### src/rtl/calc_pkg.sv
// Shared types and helpers for the RPN calculator controller: number format,
// keypad buttons, ALU ops, controller states and digit-entry helpers.
package calc_pkg;

    localparam int NUM_DIGITS = 8;

    // Left-justified BCD significand; exponent counts digits entered after the first.
    typedef struct packed {
        logic [3:0]                  exponent;
        logic [NUM_DIGITS-1:0][3:0]  significand;
    } num_t;

    typedef enum logic [4:0] {
        B_0, B_1, B_2, B_3, B_4, B_5, B_6, B_7, B_8, B_9,
        B_OP_EQ, B_OP_ADD, B_OP_SUB, B_OP_MUL, B_OP_DIV, B_CLEAR
    } active_button_t;

    typedef enum logic [1:0] {OP_ADD, OP_SUB, OP_MUL, OP_DIV} op_t;

    typedef enum logic [1:0] {IDLE, BUSY, ERROR} rpn_state_t;

    function automatic logic is_digit(active_button_t b);
        return b <= B_9;
    endfunction

    function automatic logic is_op(active_button_t b);
        return b inside {B_OP_ADD, B_OP_SUB, B_OP_MUL, B_OP_DIV};
    endfunction

    function automatic op_t button_to_op(active_button_t b);
        case (b)
            B_OP_SUB: return OP_SUB;
            B_OP_MUL: return OP_MUL;
            B_OP_DIV: return OP_DIV;
            default:  return OP_ADD;
        endcase
    endfunction

    function automatic num_t digit_to_num(logic [3:0] d);
        num_t r;
        r = '0;
        r.significand[NUM_DIGITS-1] = d;
        return r;
    endfunction

    // Extra digits beyond the display width are silently dropped.
    function automatic num_t append_digit(num_t x, logic [3:0] d);
        num_t r;
        r = x;
        if (x.exponent < 4'(NUM_DIGITS - 1)) begin
            r.exponent = x.exponent + 4'd1;
            r.significand[3'(NUM_DIGITS - 2 - int'(x.exponent))] = d;
        end
        return r;
    endfunction

endpackage

### src/rtl/rpn_stack.sv
// Operand LIFO for the Y..T levels. Index 0 is the top (Y); a push on a full
// stack either rolls the oldest level off or is dropped, selected by roll.
module rpn_stack
    import calc_pkg::*;
#(
    parameter int DEPTH = 3,
    parameter int CW    = $clog2(DEPTH + 1)
) (
    input  logic          clk,
    input  logic          rst,
    input  logic          clear,
    input  logic          push,
    input  logic          pop,
    input  logic          roll,
    input  num_t          din,
    output num_t          top,
    output logic [CW-1:0] count,
    output logic          full
);

    num_t mem [DEPTH];

    assign top  = mem[0];
    assign full = (count == CW'(DEPTH));

    always_ff @(posedge clk) begin
        if (rst || clear) begin
            for (int i = 0; i < DEPTH; i++) mem[i] <= '0;
            count <= '0;
        end else if (push && (!full || roll)) begin
            mem[0] <= din;
            for (int i = 1; i < DEPTH; i++) mem[i] <= mem[i-1];
            if (!full) count <= count + CW'(1);
        end else if (pop && count != '0) begin
            for (int i = 0; i < DEPTH - 1; i++) mem[i] <= mem[i+1];
            mem[DEPTH-1] <= '0;
            count <= count - CW'(1);
        end
    end

endmodule

### src/rtl/rpn_controller.sv
// RPN calculator controller: X in the external display register, Y..T in rpn_stack,
// ALU via start/done with timeout. Define CALC_RPN_ROLL_EN to roll a full stack on push.
module rpn_controller
    import calc_pkg::*;
#(
    parameter int STACK_DEPTH    = 4,
    parameter int TIMEOUT_CYCLES = 64
) (
    input  logic                           clk_i,
    input  logic                           rst_i,
    input  active_button_t                 active_button_i,
    input  logic                           new_input_i,
    output logic                           display_we_o,
    output num_t                           display_wdata_o,
    input  num_t                           display_rdata_i,
    output num_t                           alu_left_o,
    output num_t                           alu_right_o,
    output op_t                            alu_op_o,
    output logic                           alu_start_o,
    input  logic                           alu_done_i,
    input  num_t                           alu_result_i,
    output logic                           busy_o,
    output logic                           error_o,
    output logic [$clog2(STACK_DEPTH)-1:0] stack_count_o
);

    localparam int CW = $clog2(STACK_DEPTH);
    localparam int TW = $clog2(TIMEOUT_CYCLES + 1);
`ifdef CALC_RPN_ROLL_EN
    localparam logic ROLL = 1'b1;
`else
    localparam logic ROLL = 1'b0;
`endif

    rpn_state_t    state, state_n;
    logic          lift_en, lift_en_n, entry_active, entry_active_n;
    logic [TW-1:0] timer;
    num_t          left_q, right_q;
    op_t           op_q;
    logic          push, pop, clear, full, start;
    num_t          top;
    logic [CW-1:0] count;
    logic [3:0]    digit;

    assign digit = 4'(active_button_i);

    rpn_stack #(.DEPTH(STACK_DEPTH - 1), .CW(CW)) u_stack (
        .clk   (clk_i),
        .rst   (rst_i),
        .clear (clear),
        .push  (push),
        .pop   (pop),
        .roll  (ROLL),
        .din   (display_rdata_i),
        .top   (top),
        .count (count),
        .full  (full)
    );

    always_ff @(posedge clk_i) begin
        if (rst_i) begin
            state        <= IDLE;
            lift_en      <= 1'b0;
            entry_active <= 1'b0;
            timer        <= '0;
            left_q       <= '0;
            right_q      <= '0;
            op_q         <= OP_ADD;
        end else begin
            state        <= state_n;
            lift_en      <= lift_en_n;
            entry_active <= entry_active_n;
            if (start) begin
                timer   <= TW'(1);
                left_q  <= top;
                right_q <= display_rdata_i;
                op_q    <= button_to_op(active_button_i);
            end else if (state == BUSY) begin
                timer <= timer + TW'(1);
            end
        end
    end

    always_comb begin
        state_n         = state;
        lift_en_n       = lift_en;
        entry_active_n  = entry_active;
        display_we_o    = 1'b0;
        display_wdata_o = '0;
        start           = 1'b0;
        push            = 1'b0;
        pop             = 1'b0;
        clear           = 1'b0;
        case (state)
            IDLE: if (new_input_i) begin
                if (is_digit(active_button_i)) begin
                    if (entry_active) begin
                        display_we_o    = 1'b1;
                        display_wdata_o = append_digit(display_rdata_i, digit);
                    end else if (lift_en && full && !ROLL) begin
                        state_n = ERROR;
                    end else begin
                        push            = lift_en;
                        display_we_o    = 1'b1;
                        display_wdata_o = digit_to_num(digit);
                        entry_active_n  = 1'b1;
                        lift_en_n       = 1'b0;
                    end
                end else if (active_button_i == B_OP_EQ) begin
                    if (full && !ROLL) begin
                        state_n = ERROR;
                    end else begin
                        push           = 1'b1;
                        lift_en_n      = 1'b0;
                        entry_active_n = 1'b0;
                    end
                end else if (active_button_i == B_CLEAR) begin
                    clear          = 1'b1;
                    display_we_o   = 1'b1;
                    lift_en_n      = 1'b0;
                    entry_active_n = 1'b0;
                end else if (is_op(active_button_i)) begin
                    if (count == '0) begin
                        state_n = ERROR;
                    end else begin
                        start   = 1'b1;
                        state_n = BUSY;
                    end
                end
            end
            BUSY: begin
                if (alu_done_i) begin
                    display_we_o    = 1'b1;
                    display_wdata_o = alu_result_i;
                    pop             = 1'b1;
                    lift_en_n       = 1'b1;
                    entry_active_n  = 1'b0;
                    state_n         = IDLE;
                end else if (timer == TW'(TIMEOUT_CYCLES - 1)) begin
                    state_n = ERROR;
                end
            end
            ERROR: if (new_input_i && active_button_i == B_CLEAR) begin
                clear          = 1'b1;
                display_we_o   = 1'b1;
                lift_en_n      = 1'b0;
                entry_active_n = 1'b0;
                state_n        = IDLE;
            end
            default: state_n = IDLE;
        endcase
    end

    // Operands come straight from Y/X in the start cycle, then from the capture regs.
    assign alu_start_o   = start;
    assign alu_left_o    = start ? top : left_q;
    assign alu_right_o   = start ? display_rdata_i : right_q;
    assign alu_op_o      = start ? button_to_op(active_button_i) : op_q;
    assign busy_o        = (state == BUSY);
    assign error_o       = (state == ERROR);
    assign stack_count_o = count;

endmodule
### config.mk
export PLATFORM = sky130hd
export DESIGN_NAME = rpn_controller
export DESIGN_NICKNAME = d
export VERILOG_FILES = /design/src/rtl/calc_pkg.sv /design/src/rtl/rpn_stack.sv /design/src/rtl/rpn_controller.sv
export SDC_FILE = /design/constraint.sdc
export NUM_CORES = 1
export LEC_CHECK = 0
export BUFFER_PORTS_ARGS = -buffer_cell sky130_fd_sc_hd__buf_2
export CORE_MARGIN = 8
export CORE_UTILIZATION = 40
export DETAILED_ROUTE_END_ITERATION = 6
export PLACE_DENSITY = 0.75
export SKIP_LAST_GASP = 1
export SYNTH_ARGS = -nofsm -noshare
export SYNTH_HDL_FRONTEND = slang
export SYNTH_HIERARCHICAL = 1
export SYNTH_SLANG_ARGS = --single-unit
### constraint.sdc
create_clock -name clk_i -period 5.6 [get_ports clk_i]
set_input_delay 1.68 -clock clk_i [delete_from_list [all_inputs] [get_ports clk_i]]
set_output_delay 1.68 -clock clk_i [all_outputs]
set_load 0.1 [all_outputs]
==> flow_summary.html, run 1 <==
<table>
<tr><th>Metric</th><th>Value</th></tr>
<tr><th colspan="2">Run status</th></tr>
<tr><td>Run status</td><td>finished clean</td></tr>
<tr><th colspan="2">Global route</th></tr>
<tr><td>Total global routing track utilization</td><td>18.74%</td></tr>
<tr><td>GRT Residual Overflow</td><td>0</td></tr>
<tr><td>First-pass GRT wire length</td><td>46420 um</td></tr>
<tr><td>Pin count of the biggest net entering global routing</td><td>109</td></tr>
<tr><td>Number of global-route vias before repair</td><td>8576</td></tr>
<tr><td>Number of antenna violations at the first check in global routing</td><td>0</td></tr>
<tr><th colspan="2">Floorplan</th></tr>
<tr><td>Starting density of the core</td><td>40.63%</td></tr>
<tr><td>Y dimension of the die</td><td>175.7 um</td></tr>
<tr><td>Area of the placeable core</td><td>0.02511 mm^2</td></tr>
<tr><td>DIE AREA</td><td>0.03087 mm^2</td></tr>
<tr><td>I/O pins</td><td>197</td></tr>
<tr><td>Total number of placement rows</td><td>58</td></tr>
<tr><td>Die width</td><td>175.7 um</td></tr>
<tr><th colspan="2">Power and ir drop</th></tr>
<tr><td>Leak pwr</td><td>5.330 nW</td></tr>
<tr><td>Final Total Pwr</td><td>3.171 mW</td></tr>
<tr><td>Power share of the sequential group</td><td>49.7%</td></tr>
<tr><td>Cell internal power dissipation</td><td>2.267 mW</td></tr>
<tr><td>Switching Fraction</td><td>28.50%</td></tr>
<tr><td>Max VDD drop</td><td>193.6 uV</td></tr>
<tr><td>Combinational share of power</td><td>11.2%</td></tr>
<tr><td>Total power per unit cell area</td><td>237.0 mW/mm^2</td></tr>
<tr><td>Switching component of the power</td><td>903.7 uW</td></tr>
<tr><td>Clock Power Share</td><td>39.1%</td></tr>
<tr><th colspan="2">Clock tree</th></tr>
<tr><td>Clk_lat worst skew</td><td>0.44 ns</td></tr>
<tr><td>Quantity of gates resized following cts</td><td>0</td></tr>
<tr><td>Clk root buf</td><td>sky130_fd_sc_hd__clkbuf_16</td></tr>
<tr><td>Number of buffers inserted during clock tree synthesis</td><td>17</td></tr>
<tr><td>Number of hold buffers added after CTS</td><td>0</td></tr>
<tr><td>Number of setup buffers added after CTS</td><td>0</td></tr>
<tr><td>Clock slew at the register clock pins of the worst setup and hold paths</td><td>0.07 ns</td></tr>
<tr><td>Maximum number of buffers from clock root to sink</td><td>2</td></tr>
<tr><td>Total clock sinks</td><td>195</td></tr>
<tr><td>Clock tree from TritonCTS</td><td>done</td></tr>
<tr><td>Level count of the clock H-tree</td><td>4</td></tr>
<tr><th colspan="2">Logic synthesis</th></tr>
<tr><td>Async set or reset register ratio after synthesis</td><td>0%</td></tr>
<tr><td>Commonest register cell after synthesis</td><td>sky130_fd_sc_hd__edfxtp_1</td></tr>
<tr><td>Post-synth cell types</td><td>63</td></tr>
<tr><td>Post-synth EDFFs</td><td>108</td></tr>
<tr><td>Warnings, synthesis</td><td>6</td></tr>
<tr><td>Syn Area/Cell</td><td>9.334 um^2</td></tr>
<tr><td>Post-synthesis cell count</td><td>1093</td></tr>
<tr><td>Netlist area before placement</td><td>0.01020 mm^2</td></tr>
<tr><td>Sequential area share after synthesis</td><td>48.86%</td></tr>
<tr><td>FF+latch count, synth</td><td>195</td></tr>
<tr><th colspan="2">Worst setup path</th></tr>
<tr><td>Endpoint required time on the critical path</td><td>3.92 ns</td></tr>
<tr><td>Kind of capture point of the worst setup path</td><td>output pin</td></tr>
<tr><td>Start point of the critical path</td><td>display_rdata_i[32]</td></tr>
<tr><td>Crit path DAT</td><td>3.55 ns</td></tr>
<tr><td>Path type of the worst setup path</td><td>in2out</td></tr>
<tr><td>Worst Path Max Fanout</td><td>9</td></tr>
<tr><td>Launch point of the worst reg-to-reg path</td><td>state[1]$_SDFFE_PP0P_</td></tr>
<tr><td>Category of the worst setup path launch point</td><td>input pin</td></tr>
<tr><th colspan="2">STA</th></tr>
<tr><td>Setup repair after global routing missed its margin</td><td>no</td></tr>
<tr><td>Worst slew slack as a fraction of its limit</td><td>34.16%</td></tr>
<tr><td>F_max</td><td>0.1910 GHz</td></tr>
<tr><td>Final setup slack of the worst path</td><td>0.3655 ns</td></tr>
<tr><td>Post-route clock period utilization</td><td>93.47%</td></tr>
<tr><td>Minimum clock period</td><td>5.234 ns</td></tr>
<tr><td>Final worst hold slack</td><td>0.4987 ns</td></tr>
<tr><td>Final hold violation count</td><td>0</td></tr>
<tr><td>Worst clock skew</td><td>0.01915 ns</td></tr>
<tr><td>Final-report setup violation count</td><td>0</td></tr>
<tr><td>Final Max Tran Viols</td><td>0</td></tr>
<tr><td>Slew at the pin closest to its max-slew limit</td><td>0.9876 ns</td></tr>
<tr><th colspan="2">Finish</th></tr>
<tr><td>Share of layout cells above drive strength 1</td><td>22.70%</td></tr>
<tr><td>Post-layout instance count excluding filler cells</td><td>1537</td></tr>
<tr><td>Final cell utilization of the core</td><td>53.27%</td></tr>
<tr><td>Number of diodes added for antenna fixing</td><td>0</td></tr>
<tr><td>Most frequent cells in the layout</td><td>sky130_fd_sc_hd__nand2_1 (182), sky130_fd_sc_hd__nand3_1 (146), sky130_fd_sc_hd__buf_12 (113)</td></tr>
<tr><td>P&amp;R area growth vs syn</td><td>31.10%</td></tr>
<tr><td>Net count, final</td><td>1281</td></tr>
<tr><td>Commonest non-fill, non-tap cell in the layout</td><td>sky130_fd_sc_hd__nand2_1</td></tr>
<tr><th colspan="2">Route</th></tr>
<tr><td>Post-detailed-route DRC marker count</td><td>0</td></tr>
<tr><td>Total via count in the routed design</td><td>8677</td></tr>
<tr><td>Antenna Violating Nets Remaining</td><td>0</td></tr>
<tr><td>Post-detailed-route wirelength per cell</td><td>19.43 um</td></tr>
<tr><td>Count of routing violations after the opening detailed-route iteration</td><td>789</td></tr>
<tr><td>Total Routed Length</td><td>29860 um</td></tr>
<tr><td>TritonRoute pass-1 iters</td><td>5</td></tr>
<tr><td>Via-per-instance ratio</td><td>5.645</td></tr>
<tr><th colspan="2">Place</th></tr>
<tr><td>Placed wire-length estimate</td><td>20560 um</td></tr>
<tr><td>Inst Count DP</td><td>1505</td></tr>
<tr><td>Minimum setup slack after placement</td><td>0.3667 ns</td></tr>
<tr><td>Quantity of I/O buffers inserted on ports</td><td>196</td></tr>
<tr><td>Final GP Congestion</td><td>0.8399</td></tr>
<tr><th colspan="2">Hold path</th></tr>
<tr><td>Worst hold path class</td><td>reg2reg</td></tr>
<tr><td>Start point of the worst min-delay path</td><td>left_q[21]$_SDFF_PP0_</td></tr>
<tr><th colspan="2">Run</th></tr>
<tr><td>Number of max-capacitance violations reported</td><td>0</td></tr>
</table>
-- cell usage after synthesis, types with 2 or more instances --
library cell                instances  area [um^2]
sky130_fd_sc_hd__nand2_1          183        686.9
sky130_fd_sc_hd__nand3_1          146        730.7
sky130_fd_sc_hd__edfxtp_1         108         3243
sky130_fd_sc_hd__mux2i_1           92        920.9
sky130_fd_sc_hd__dfxtp_1           87         1742
sky130_fd_sc_hd__a21oi_1           84        420.4
sky130_fd_sc_hd__o21ai_1           57        285.3
sky130_fd_sc_hd__clkbuf_1          51        191.4
sky130_fd_sc_hd__o21ai_0           44        220.2
sky130_fd_sc_hd__buf_4             41        307.8
sky130_fd_sc_hd__and3_1            38        237.7
sky130_fd_sc_hd__buf_2             30        150.1
sky130_fd_sc_hd__a22o_1            12        105.1
sky130_fd_sc_hd__inv_1             11        41.29
sky130_fd_sc_hd__nor3_1             9        45.04
sky130_fd_sc_hd__buf_1              7        26.28
sky130_fd_sc_hd__and2_1             6        37.54
sky130_fd_sc_hd__ha_1               6        75.07
sky130_fd_sc_hd__nor2b_1            5        31.28
sky130_fd_sc_hd__o21a_1             5        37.54
sky130_fd_sc_hd__buf_6              4        45.04
sky130_fd_sc_hd__nor2_1             4        15.01
sky130_fd_sc_hd__o211ai_1           4        30.03
sky130_fd_sc_hd__xnor2_1            4        35.03
sky130_fd_sc_hd__xor2_1             4        35.03
sky130_fd_sc_hd__nand4_1            3        18.77
sky130_fd_sc_hd__nor3b_1            3        22.52
sky130_fd_sc_hd__or3_1              3        18.77
sky130_fd_sc_hd__a2111oi_2          2        30.03
sky130_fd_sc_hd__and3b_1            2        17.52
sky130_fd_sc_hd__nand2b_1           2        12.51
sky130_fd_sc_hd__nor2_2             2        12.51
sky130_fd_sc_hd__nor4b_4            2        47.55
sky130_fd_sc_hd__o221a_1            2        22.52
sky130_fd_sc_hd__or4_1              2        15.01
-- worst max-delay path, stage by stage --
cell	delay, ns
sky130_fd_sc_hd__buf_2	0.18
sky130_fd_sc_hd__ha_1	0.30
sky130_fd_sc_hd__xnor2_2	0.43
sky130_fd_sc_hd__nand4bb_1	0.39
sky130_fd_sc_hd__mux2i_1	0.30
sky130_fd_sc_hd__o21ai_2	0.10
sky130_fd_sc_hd__buf_12	0.17
-- final cells by class --
type / instances / area [um^2]
Fill cell: 2201 / 11730
Sequential cell: 195 / 4985
Multi-Input combinational cell: 754 / 4518
Timing Repair Buffer: 215 / 2808
Clock buffer: 17 / 425.4
Tap cell: 330 / 412.9
Clock inverter: 15 / 185.2
Inverter: 11 / 41.29
-- per-layer routing --
layer  part of all wire, %  vias up  global-route usage [%]  wire, um
met5                     0        -                       0         0
met4                   2.0        0                   5.475       585
met3                   7.8       39                   5.304      2326
met2                    49      330                   31.24     14520
met1                    42     4229                   23.21     12430
li1                      -     4079                       -         -
-- logic make-up (layout without fill, tap and decap cells) --
family	count (synthesis)	after routing	synth area share, %
compound gates	227	227	12.94
simple gates	418	418	20.04
fa+ha+maj	6	6	0.7358
other cells	1	2	0.03676
mux	92	92	9.026
buf+inv	145	258	7.518
xor+xnor	9	9	0.8462
flops	195	195	48.86
-- state kept, by name, summed over array words and instances, names as in the netlist --
name / flops
entry_active: 1
left_q: 36
lift_en: 1
op_q: 2
right_q: 36
state: 2
timer: 7
u_stack/count: 2
u_stack/mem: 108
-- through the flow --
stage / cell area (um^2) / setup TNS, ns
floorplan: 10240 / -1.591
global placement: 12760 / 0
detailed placement: 12760 / 0
CTS: 13380 / 0
global route: 13380 / 0
finish: 13380 / 0
-- power by group through the flow --
stage	Combinational, mW	Sequential (mW)	Clock [mW]
3_5_place_dp	0.353	1.61	0
6_report	0.356	1.57	1.24
4_1_cts	0.354	1.57	1.26
2_1_floorplan	0.242	1.60	0
5_1_grt	0.376	1.58	1.32
3_3_place_gp	0.347	1.60	0
-- worst paths after layout --
path	depth (start not counted)	to	slack (ns)
setup / recovery	7	display_wdata_o[6]	0.37
hold / removal	2	left_q[21]$_SDFF_PP0_	0.50
setup reg to reg	8	u_stack/mem[0][52]$_DFFE_PP_	2.03
hold reg to reg	2	left_q[21]$_SDFF_PP0_	0.50
No activity file was read; power rests on OpenSTA's default activity.
==> inputs of run 2 (changes only) <==
--- a/config.mk
+++ b/config.mk
@@ -5,6 +5,7 @@
 export SDC_FILE = /design/constraint.sdc
 export NUM_CORES = 1
 export LEC_CHECK = 0
+export ABC_AREA = 1
 export BUFFER_PORTS_ARGS = -buffer_cell sky130_fd_sc_hd__buf_2
 export CORE_MARGIN = 8
 export CORE_UTILIZATION = 40
==> run 2 against run 1 <==
Against the previous run:
- largest power group unchanged
- synthesized area is 1.0% higher
- sequential power is 8% higher
- design area is 6.2% lower
- power is 31% higher
- cell count is 14% higher
- critical endpoint is now display_wdata_o[15]
==> flow_summary.html, run 2 <==
<table>
<tr><th>Metric</th><th>Value</th></tr>
<tr><th colspan="2">STA</th></tr>
<tr><td>Setup repair after global routing missed its margin</td><td>no</td></tr>
<tr><td>F_max</td><td>0.1878 GHz</td></tr>
<tr><td>Slew at the pin closest to its max-slew limit</td><td>0.8273 ns</td></tr>
<tr><td>Worst clock skew</td><td>0.01291 ns</td></tr>
<tr><td>Final Max Tran Viols</td><td>0</td></tr>
<tr><td>Final hold violation count</td><td>0</td></tr>
<tr><td>Worst slew slack as a fraction of its limit</td><td>44.85%</td></tr>
<tr><td>Final-report setup violation count</td><td>0</td></tr>
<tr><td>Minimum clock period</td><td>5.325 ns</td></tr>
<tr><td>Post-route clock period utilization</td><td>95.09%</td></tr>
<tr><td>Final setup slack of the worst path</td><td>0.2747 ns</td></tr>
<tr><th colspan="2">Finish</th></tr>
<tr><td>P&amp;R area growth vs syn</td><td>21.74%</td></tr>
<tr><td>Fill cell instance count of the final layout</td><td>2321</td></tr>
<tr><td>Number of diodes added for antenna fixing</td><td>0</td></tr>
<tr><td>Flip-flop count of the largest register after layout</td><td>108</td></tr>
<tr><td>Commonest non-fill, non-tap cell in the layout</td><td>sky130_fd_sc_hd__inv_1</td></tr>
<tr><td>Most frequent cells in the layout</td><td>sky130_fd_sc_hd__inv_1 (278), sky130_fd_sc_hd__nand2_1 (232), sky130_fd_sc_hd__buf_2 (170)</td></tr>
<tr><td>Register bank with the most flops</td><td>u_stack/mem</td></tr>
<tr><td>Leading registers by flop count</td><td>u_stack/mem (108), left_q (36), right_q (36)</td></tr>
<tr><td>Post-Layout Inst Area</td><td>0.01255 mm^2</td></tr>
<tr><td>Net count, final</td><td>1501</td></tr>
<tr><td>Final cell utilization of the core</td><td>49.69%</td></tr>
<tr><td>Share of layout cells above drive strength 1</td><td>30.13%</td></tr>
<tr><th colspan="2">Route</th></tr>
<tr><td>Count of routing violations after the opening detailed-route iteration</td><td>622</td></tr>
<tr><td>TritonRoute pass-1 iters</td><td>5</td></tr>
<tr><td>Total Routed Length</td><td>27500 um</td></tr>
<tr><td>Total via count in the routed design</td><td>8473</td></tr>
<tr><td>Via-per-instance ratio</td><td>4.822</td></tr>
<tr><td>Post-detailed-route wirelength per cell</td><td>15.65 um</td></tr>
<tr><td>Antenna Violating Nets Remaining</td><td>0</td></tr>
<tr><td>Post-detailed-route DRC marker count</td><td>0</td></tr>
<tr><th colspan="2">Clock tree</th></tr>
<tr><td>Quantity of gates resized following cts</td><td>0</td></tr>
<tr><td>Clock slew at the register clock pins of the worst setup and hold paths</td><td>0.08 ns</td></tr>
<tr><td>Clk_lat worst skew</td><td>0.43 ns</td></tr>
<tr><td>Number of buffers inserted during clock tree synthesis</td><td>17</td></tr>
<tr><td>Clock tree from TritonCTS</td><td>done</td></tr>
<tr><td>Level count of the clock H-tree</td><td>4</td></tr>
<tr><td>Number of hold buffers added after CTS</td><td>0</td></tr>
<tr><td>Clk root buf</td><td>sky130_fd_sc_hd__clkbuf_16</td></tr>
<tr><td>Maximum number of buffers from clock root to sink</td><td>2</td></tr>
<tr><td>Total clock sinks</td><td>195</td></tr>
<tr><td>Number of setup buffers added after CTS</td><td>0</td></tr>
<tr><th colspan="2">Hold path</th></tr>
<tr><td>Worst hold path class</td><td>reg2reg</td></tr>
<tr><th colspan="2">Run</th></tr>
<tr><td>Number of max-capacitance violations reported</td><td>0</td></tr>
<tr><th colspan="2">Logic synthesis</th></tr>
<tr><td>Most common library cells after synthesis</td><td>sky130_fd_sc_hd__inv_1 (278), sky130_fd_sc_hd__nand2_1 (232), sky130_fd_sc_hd__edfxtp_1 (108), sky130_fd_sc_hd__dfxtp_1 (87), sky130_fd_sc_hd__a21oi_1 (86)</td></tr>
<tr><td>Post-synth EDFFs</td><td>108</td></tr>
<tr><td>Top-area cell type share of the netlist area</td><td>31.46%</td></tr>
<tr><td>FF+latch count, synth</td><td>195</td></tr>
<tr><td>Synthesized Nets</td><td>1365</td></tr>
<tr><td>Most numerous cell in the Yosys netlist</td><td>sky130_fd_sc_hd__inv_1</td></tr>
<tr><td>Post-synthesis cell count</td><td>1278</td></tr>
<tr><td>Sequential area share after synthesis</td><td>48.36%</td></tr>
<tr><td>Most area-hungry cell type in the Yosys netlist</td><td>sky130_fd_sc_hd__edfxtp_1</td></tr>
<tr><td>Warnings, synthesis</td><td>6</td></tr>
<tr><td>Commonest register cell after synthesis</td><td>sky130_fd_sc_hd__edfxtp_1</td></tr>
<tr><td>Post-synth cell types</td><td>35</td></tr>
<tr><td>Syn Area/Cell</td><td>8.065 um^2</td></tr>
<tr><td>Cell types with the largest area share after synthesis</td><td>sky130_fd_sc_hd__edfxtp_1 (31%), sky130_fd_sc_hd__dfxtp_1 (17%), sky130_fd_sc_hd__inv_1 (10%)</td></tr>
<tr><td>Async set or reset register ratio after synthesis</td><td>0%</td></tr>
<tr><td>Netlist area before placement</td><td>0.01031 mm^2</td></tr>
<tr><th colspan="2">Place</th></tr>
<tr><td>Area of placed instances</td><td>0.01197 mm^2</td></tr>
<tr><td>Placed wire-length estimate</td><td>19680 um</td></tr>
<tr><td>Minimum setup slack after placement</td><td>0.3302 ns</td></tr>
<tr><td>Quantity of I/O buffers inserted on ports</td><td>196</td></tr>
<tr><td>Final GP Congestion</td><td>0.8977</td></tr>
<tr><th colspan="2">Worst setup path</th></tr>
<tr><td>Path type of the worst setup path</td><td>in2out</td></tr>
<tr><td>Cell breakdown of the critical path</td><td>buf_2, ha_1, nand2_1, inv_1, nor2_1, nand2_1, nor2_1, o21ai_0, o21ai_1, buf_12</td></tr>
<tr><td>Combined buffer and inverter count along the critical path</td><td>3</td></tr>
<tr><td>Category of the worst setup path launch point</td><td>input pin</td></tr>
<tr><td>Endpoint required time on the critical path</td><td>3.92 ns</td></tr>
<tr><td>Critical-path cell with the highest stage delay</td><td>sky130_fd_sc_hd__nand2_1</td></tr>
<tr><td>Family of cells with the greatest summed delay on the critical path</td><td>simple AND/OR/NAND/NOR gates</td></tr>
<tr><td>Crit path DAT</td><td>3.65 ns</td></tr>
<tr><td>Slack of the worst reg-to-reg path</td><td>2.55 ns</td></tr>
<tr><td>Max incr delay on CP</td><td>0.35 ns</td></tr>
<tr><td>Worst Path Max Fanout</td><td>12</td></tr>
<tr><td>Kind of capture point of the worst setup path</td><td>output pin</td></tr>
<tr><th colspan="2">Global route</th></tr>
<tr><td>Pin count of the biggest net entering global routing</td><td>73</td></tr>
<tr><td>Total global routing track utilization</td><td>17.52%</td></tr>
<tr><td>GRT Residual Overflow</td><td>0</td></tr>
<tr><td>First-pass GRT wire length</td><td>43550 um</td></tr>
<tr><td>Number of antenna violations at the first check in global routing</td><td>0</td></tr>
<tr><td>Number of global-route vias before repair</td><td>8314</td></tr>
<tr><th colspan="2">Run status</th></tr>
<tr><td>Run status</td><td>finished clean</td></tr>
<tr><th colspan="2">Floorplan</th></tr>
<tr><td>Area of the placeable core</td><td>0.02525 mm^2</td></tr>
<tr><td>I/O pins</td><td>197</td></tr>
<tr><td>Y dimension of the die</td><td>176.5 um</td></tr>
<tr><td>DIE AREA</td><td>0.03116 mm^2</td></tr>
<tr><td>Die width</td><td>176.5 um</td></tr>
<tr><td>Starting density of the core</td><td>40.81%</td></tr>
<tr><td>Total number of placement rows</td><td>58</td></tr>
<tr><th colspan="2">Power and ir drop</th></tr>
<tr><td>Max VDD drop</td><td>172.9 uV</td></tr>
<tr><td>Leak pwr</td><td>5.534 nW</td></tr>
<tr><td>Total power per unit cell area</td><td>330.9 mW/mm^2</td></tr>
<tr><td>Final Total Pwr</td><td>4.152 mW</td></tr>
</table>
[run 2: power breakdown]
group	internal (mW)	switching (mW)
clock network	0.630	0.573
logic	0.289	0.958
registers	1.64	0.0580
[run 2: path summary, 6_finish.rpt]
path	to	from	cells past startpoint
hold / removal	op_q[0]$_SDFF_PP0_	op_q[0]$_SDFF_PP0_	2
setup / recovery	display_wdata_o[15]	display_rdata_i[32]	10
setup reg to reg	u_stack/mem[0][63]$_DFFE_PP_	state[1]$_SDFFE_PP0P_	8
hold reg to reg	op_q[0]$_SDFF_PP0_	op_q[0]$_SDFF_PP0_	2
[run 2: cell families after synthesis]
kind of cell / Yosys count / synth area share [%]
compound gates: 292 / 18.48
xor+xnor: 6 / 0.5098
fa+ha+maj: 6 / 0.7283
buf+inv: 420 / 17.78
flops: 195 / 48.36
other cells: 1 / 0.03638
simple gates: 358 / 14.11
[run 2: layout make-up]
cell class | count | area (um^2) | share of cell area, %
sequential | 195 | 4985 | 39.72
multi-input combinational | 663 | 3817 | 30.42
timing repair buffer | 213 | 1536 | 12.24
inverter | 324 | 1221 | 9.732
clock buffer | 19 | 432.9 | 3.450
tap | 330 | 412.9 | 3.290
clock inverter | 13 | 142.6 | 1.137
[run 2: worst register-to-register path: cells and delay by family (launching register included)]
kind | cells | cell delay, ns
and+or+nand+nor | 3 | 0.96
DFF | 1 | 0.34
buffers and inverters | 3 | 0.68
AOI/OAI and AO/OA | 1 | 0.55
adders and majority gates | 1 | 0.30
[run 2: layer usage]
layer / up-vias / GRT usage [%] / part of all wire [%]
met3: 39 / 5.170 / 7.8
li1: 4267 / - / -
met5: - / 0 / 0
met2: 247 / 29.13 / 47
met4: 0 / 5.884 / 2.0
met1: 3920 / 21.40 / 43
[run 2: metrics by stage]
| stage | TNS (ns) | hold WS [ns] | std cells |
|---|---|---|---|
| after floorplan | -7.982 | 0.4514 | 1278 |
| after global placement | 0 | 0.4604 | 1725 |
| after detailed placement | 0 | 0.4688 | 1725 |
| after CTS | 0 | 0.4807 | 1757 |
| after global routing | 0 | 0.5109 | 1757 |
| final | 0 | 0.4808 | 1757 |
